==> src/rtl/booth_seq_mul_pkg.sv <==
// ---------------------------------------------------------------------------
// booth_seq_mul_pkg
//   Shared definitions for the sequential radix-2 Booth multiplier:
//     state_e   - controller states (IDLE, RUN, DONE)
//     op_e      - Booth recoding operation for one iteration (NOP, ADD, SUB)
//     booth_op  - maps the {Q[0], q_1} bit pair onto an op_e
// ---------------------------------------------------------------------------
package booth_seq_mul_pkg;

    typedef enum logic [1:0] {
        S_IDLE = 2'd0,
        S_RUN  = 2'd1,
        S_DONE = 2'd2
    } state_e;

    typedef enum logic [1:0] {
        OP_NOP = 2'd0,
        OP_ADD = 2'd1,
        OP_SUB = 2'd2
    } op_e;

    // Radix-2 Booth recoding: 01 ends a run of ones (add M),
    // 10 starts a run of ones (subtract M), 00/11 are inside a run.
    function automatic op_e booth_op(input logic [1:0] pair);
        case (pair)
            2'b01:   return OP_ADD;
            2'b10:   return OP_SUB;
            default: return OP_NOP;
        endcase
    endfunction

endpackage

==> src/rtl/booth_seq_mul_adder.sv <==
// ---------------------------------------------------------------------------
// NBitAdder
//   Plain W-bit ripple/behavioural adder with carry in and carry out.
//   Ports:
//     a_i, b_i  - W-bit addends
//     cin_i     - carry in (used as the +1 of a two's-complement subtract)
//     sum_o     - W-bit sum
//     cout_o    - carry out of the top bit
// ---------------------------------------------------------------------------
module NBitAdder #(
    parameter int W = 6
) (
    input  logic [W-1:0] a_i,
    input  logic [W-1:0] b_i,
    input  logic         cin_i,
    output logic [W-1:0] sum_o,
    output logic         cout_o
);

    assign {cout_o, sum_o} = {1'b0, a_i} + {1'b0, b_i} + {{W{1'b0}}, cin_i};

endmodule

==> src/rtl/booth_seq_mul.sv <==
// ---------------------------------------------------------------------------
// booth_seq_mul
//   Sequential radix-2 Booth multiplier for N-bit signed operands. One Booth
//   iteration (add/sub/nop followed by an arithmetic right shift of
//   {A,Q,q_1}) is performed per clock, so a multiply takes N RUN cycles plus
//   one DONE cycle.
//   Ports:
//     clk           - clock, all state changes on the rising edge
//     rst           - synchronous active-high reset, aborts any operation
//     start         - request a multiply; only looked at in IDLE
//     multiplicand  - signed M, captured on the accepting edge
//     multiplier    - signed Q, captured on the accepting edge
//     busy          - high whenever the controller is not IDLE
//     done          - one-cycle pulse while in DONE
//     product       - registered signed 2N-bit M*Q, held until the next DONE
// ---------------------------------------------------------------------------
module booth_seq_mul
    import booth_seq_mul_pkg::*;
#(
    parameter int N = 5
) (
    input  logic           clk,
    input  logic           rst,
    input  logic           start,
    input  logic [N-1:0]   multiplicand,
    input  logic [N-1:0]   multiplier,
    output logic           busy,
    output logic           done,
    output logic [2*N-1:0] product
);

    localparam int CW = ($clog2(N) < 1) ? 1 : $clog2(N);
    localparam logic [CW-1:0] CNT_LAST = CW'(N - 1);

    state_e         state_q, state_d;
    logic [N:0]     a_q, a_d;        // accumulator, one guard bit so -M never overflows
    logic [N:0]     m_q, m_d;        // sign-extended multiplicand
    logic [N-1:0]   q_q, q_d;        // multiplier, shifted out LSB first
    logic           q1_q, q1_d;      // Booth history bit
    logic [CW-1:0]  cnt_q, cnt_d;
    logic [2*N-1:0] prod_q, prod_d;

    op_e            op;
    logic [N:0]     add_b;
    logic           add_cin;
    logic [N:0]     sum;
    logic           unused_cout;
    logic [N:0]     a_sh;
    logic [N-1:0]   q_sh;
    logic           q1_sh;

    // ---------------- datapath ----------------
    always_comb op = booth_op({q_q[0], q1_q});

    // Subtraction reuses the adder as A + ~M + 1.
    always_comb begin
        add_b   = '0;
        add_cin = 1'b0;
        case (op)
            OP_ADD: add_b = m_q;
            OP_SUB: begin
                add_b   = ~m_q;
                add_cin = 1'b1;
            end
            default: ;
        endcase
    end

    NBitAdder #(.W(N + 1)) u_add (
        .a_i    (a_q),
        .b_i    (add_b),
        .cin_i  (add_cin),
        .sum_o  (sum),
        .cout_o (unused_cout)
    );

    // Arithmetic right shift of {sum, Q, q_1} by one.
    assign a_sh  = {sum[N], sum[N:1]};
    assign q_sh  = {sum[0], q_q[N-1:1]};
    assign q1_sh = q_q[0];

    // ---------------- next state ----------------
    always_comb begin
        state_d = state_q;
        a_d     = a_q;
        m_d     = m_q;
        q_d     = q_q;
        q1_d    = q1_q;
        cnt_d   = cnt_q;
        prod_d  = prod_q;

        case (state_q)
            S_IDLE: begin
                if (start) begin
                    state_d = S_RUN;
                    a_d     = '0;
                    q_d     = multiplier;
                    q1_d    = 1'b0;
                    m_d     = {multiplicand[N-1], multiplicand};
                    cnt_d   = '0;
                end
            end
            S_RUN: begin
                a_d   = a_sh;
                q_d   = q_sh;
                q1_d  = q1_sh;
                cnt_d = cnt_q + 1'b1;
                if (cnt_q == CNT_LAST) begin
                    state_d = S_DONE;
                    // The full product fits in 2N bits; A's guard bit is
                    // only a copy of the sign at this point.
                    prod_d  = {a_sh[N-1:0], q_sh};
                end
            end
            S_DONE: state_d = S_IDLE;
            default: state_d = S_IDLE;
        endcase
    end

    // ---------------- registers ----------------
    always_ff @(posedge clk) begin
        if (rst) begin
            state_q <= S_IDLE;
            a_q     <= '0;
            m_q     <= '0;
            q_q     <= '0;
            q1_q    <= 1'b0;
            cnt_q   <= '0;
            prod_q  <= '0;
        end else begin
            state_q <= state_d;
            a_q     <= a_d;
            m_q     <= m_d;
            q_q     <= q_d;
            q1_q    <= q1_d;
            cnt_q   <= cnt_d;
            prod_q  <= prod_d;
        end
    end

    assign busy    = (state_q != S_IDLE);
    assign done    = (state_q == S_DONE);
    assign product = prod_q;

endmodule

==> config.mk <==
export PLATFORM = sky130hd
export DESIGN_NAME = booth_seq_mul
export DESIGN_NICKNAME = d
export VERILOG_FILES = /design/src/rtl/booth_seq_mul_pkg.sv /design/src/rtl/booth_seq_mul_adder.sv /design/src/rtl/booth_seq_mul.sv
export SDC_FILE = /design/constraint.sdc
export NUM_CORES = 1
export LEC_CHECK = 0
export CORE_ASPECT_RATIO = 1.2
export CORE_MARGIN = 2
export CORE_UTILIZATION = 65
export CTS_BUF_LIST = sky130_fd_sc_hd__clkbuf_2
export DETAILED_ROUTE_END_ITERATION = 8
export DONT_BUFFER_PORTS = 1
export PLACE_DENSITY = 0.81
export SYNTH_ARGS = -nofsm -noshare
export SYNTH_HDL_FRONTEND = slang
export SYNTH_SLANG_ARGS = --single-unit
==> constraint.sdc <==
create_clock -name clk -period 3.2 [get_ports clk]
set_input_delay 0.48 -clock clk [delete_from_list [all_inputs] [get_ports clk]]
set_output_delay 0.48 -clock clk [all_outputs]
set_load 0.05 [all_outputs]
==> out/metrics.cfg <==
[critical_path]
criticalPathCategory=reg2reg
cp_top_family=compound AO/OA/AOI/OAI gates
path_cells=nor2_1 -> nand2_1 -> o21ai_0 -> ha_1 -> a21oi_1 -> fa_1 -> nand2b_1 -> a21boi_0 -> o211ai_1 -> o311ai_1
worstReg2RegStart=q1_q$_SDFFE_PP0P_
crit_required_ns=3.47
cpPeakStageDelay_ns=0.54
crit_arrival_ns=2.89
crit_buf_inv=0
r2r_cells=10
crit_path_start=q1_q$_SDFFE_PP0P_
start_kind=flop
timing.rr.end=product[8]$_SDFFE_PP0P_
cp-end-kind=flop
crit_path_top_delay_cell=dfxtp_1
rrSetupSlack_ns=0.58
cp_max_fo=12

[timing]
grt_setup_unrepaired=false
hold_violations=0
fin_worst_skew_ns=0.0257
setup_violations=0
relSlewSlack=0.376
drv_slew=0
fmax_ghz=0.381
fin_crit_ns=2.62
worstMarginPinSlew_ns=0.934
setup_tns_ns=0
period_share=0.820

[logic_synthesis]
synthCells=186
synthArstFlopShare=0
avgSynthCellArea_sq_um=8.81
synth-edff-count=0
yosys_warnings=0
synth_area_leaders=dfxtp_1 38%, nand2_1 6.9%, nor2_1 6.2%
synthFlopType=dfxtp_1
synth_fp_nets=207
yosys.area.top_type=dfxtp_1
ys_types=49
synth_top_area_share=0.379
yosysSeqAreaShare=0.379
synth-seq-cells=31
syn_area_sq_um=1640

[final_layout]
final_nets=204
final_cell_mix=31 x dfxtp_1, 30 x nand2_1, 27 x nor2_1, 9 x a21oi_1, 7 x ha_1
layout-drive-gt1-share=0.147
final_core_util=0.702
syn_to_final_growth_pct=0.840
n_antenna_cell=0
fillCellCount=183
layout_commonest_cell=dfxtp_1

[hold_path]
hp-class=in2reg
hold_path_end=q_q[4]$_SDFFE_PP0P_
holdPathStages=1
min_from=rst

[pwr]
power.density_cell_area_nw_per_um2=437
leakagePower_uw=0.000600
vdd_drop_max_v=0.000325

[grt]
grt-ovfl-total=0
grt_pass1_vias=1285
grt_max_degree=37
grt_pass1_wl_mm=5.36
grtUsageTotal=0.245
antenna_found_initial=0

[clocking]
clock_latency_ns=0.38
root_buffer=clkbuf_2
cts_tree=yes
cts_setup_buffers=0
cts_buffers=5
cts.hold.buffers_added=0
clock-sinks=31
clk_pin_slew_ns=0.17
clock_path_buffers=2
cts_resized=0
cts_max_level=2

[floorplanning]
rows=19
ios=25
die-area_sq_um=2940
die_x_um=49.8
initial_core_util=0.696
core_sq_um=2350
chipHeight_um=59.0

[detailed_routing]
ant_nets=0
vias_per_cell=6.02
vias=1294
drt_pass1_iterations=4
drt_iter0_markers=66
drc=0
wl_per_cell_um=14.9
routed_wl_mm=3.19

[placement]
gp_congestion=0.842
port_buffers=0
hpwl_mm=2.32

[run_status]
outcome=finished clean

[flow_run]
drv_cap=0

cells in the mapped netlist (2+ instances only):
cell and instances:
nand3b_1 6, o211ai_1 2, a311oi_2 4, nand2b_1 2
a22oi_1 4, ha_1 7, nor2_1 27, nand2_1 30
o31ai_2 2, a21oi_1 9, dfxtp_1 31, clkbuf_1 5
inv_1 5, nor2b_1 4, a211oi_1 3, xnor2_1 3
o21ai_0 4, mux2i_1 5, buf_6 3
state kept, by name, indices dropped and copies added (netlist names):
register	flops
product	10
a_q	5
m_q	5
q_q	5
cnt_q	3
state_q	2
q1_q	1
how the worst max path moves through the flow:
| stage | depth (start not counted) | to |
|---|---|---|
| 6_report | 10 | product[8]$_SDFFE_PP0P_ |
| 5_1_grt | 10 | a_q[3]$_SDFFE_PP0P_ |
| 4_1_cts | 10 | product[8]$_SDFFE_PP0P_ |
| 3_5_place_dp | 10 | product[8]$_SDFFE_PP0P_ |
| 3_3_place_gp | 10 | a_q[3]$_SDFFE_PP0P_ |
| 2_1_floorplan | 11 | a_q[3]$_SDFFE_PP0P_ |
per-stage QoR:
| step | setup slack [ns] | hold slack, ns | instances | total power (uW) | instance area (sq um) |
|---|---|---|---|---|---|
| after floorplan | 0.821 | 0.445 | 186 | 535 | 1640 |
| after global placement | 0.827 | 0.451 | 207 | 542 | 1610 |
| after detailed placement | 0.628 | 0.457 | 207 | 547 | 1610 |
| after CTS | 0.587 | 0.115 | 215 | 728 | 1650 |
| after global routing | 0.325 | 0.0902 | 215 | 760 | 1650 |
| final | 0.576 | 0.137 | 215 | 722 | 1650 |
power by group:
part	total [uW]	internal [uW]	switching (uW)
Clock	182	48.6	133
Combinational	121	50.0	71.4
Sequential	419	402	16.5
metal layers:
metal / up-vias / track usage / part of all wire / wire length (um)
met5: - / 0 / 0 / 0
met4: 0 / 0.119 / 0.015 / 48
met2: 38 / 0.446 / 0.51 / 1640
met1: 614 / 0.258 / 0.42 / 1330
met3: 5 / 0.0707 / 0.056 / 179
li1: 637 / - / - / -
cell type report:
cell class	count	area [sq um]	share of cell area
Sequential cell	31	621	0.375
Multi-Input combinational cell	139	931	0.563
Tap cell	31	38.8	0.0235
Clock buffer	5	25.0	0.0151
Inverter	6	22.5	0.0136
Clock inverter	3	15.0	0.00908
cell families (layout without fill, tap and decap cells):
group | Yosys count | count (layout) | share of synthesized area
buffers and inverters | 16 | 14 | 0.0534
xor gates and xnor gates | 3 | 3 | 0.0160
DFF | 31 | 31 | 0.379
AOI/OAI and AO/OA | 43 | 43 | 0.218
adders and majority gates | 8 | 8 | 0.0656
and+or+nand+nor | 79 | 79 | 0.231
muxes | 6 | 6 | 0.0374
No activity file was read; power rests on OpenSTA's default activity.
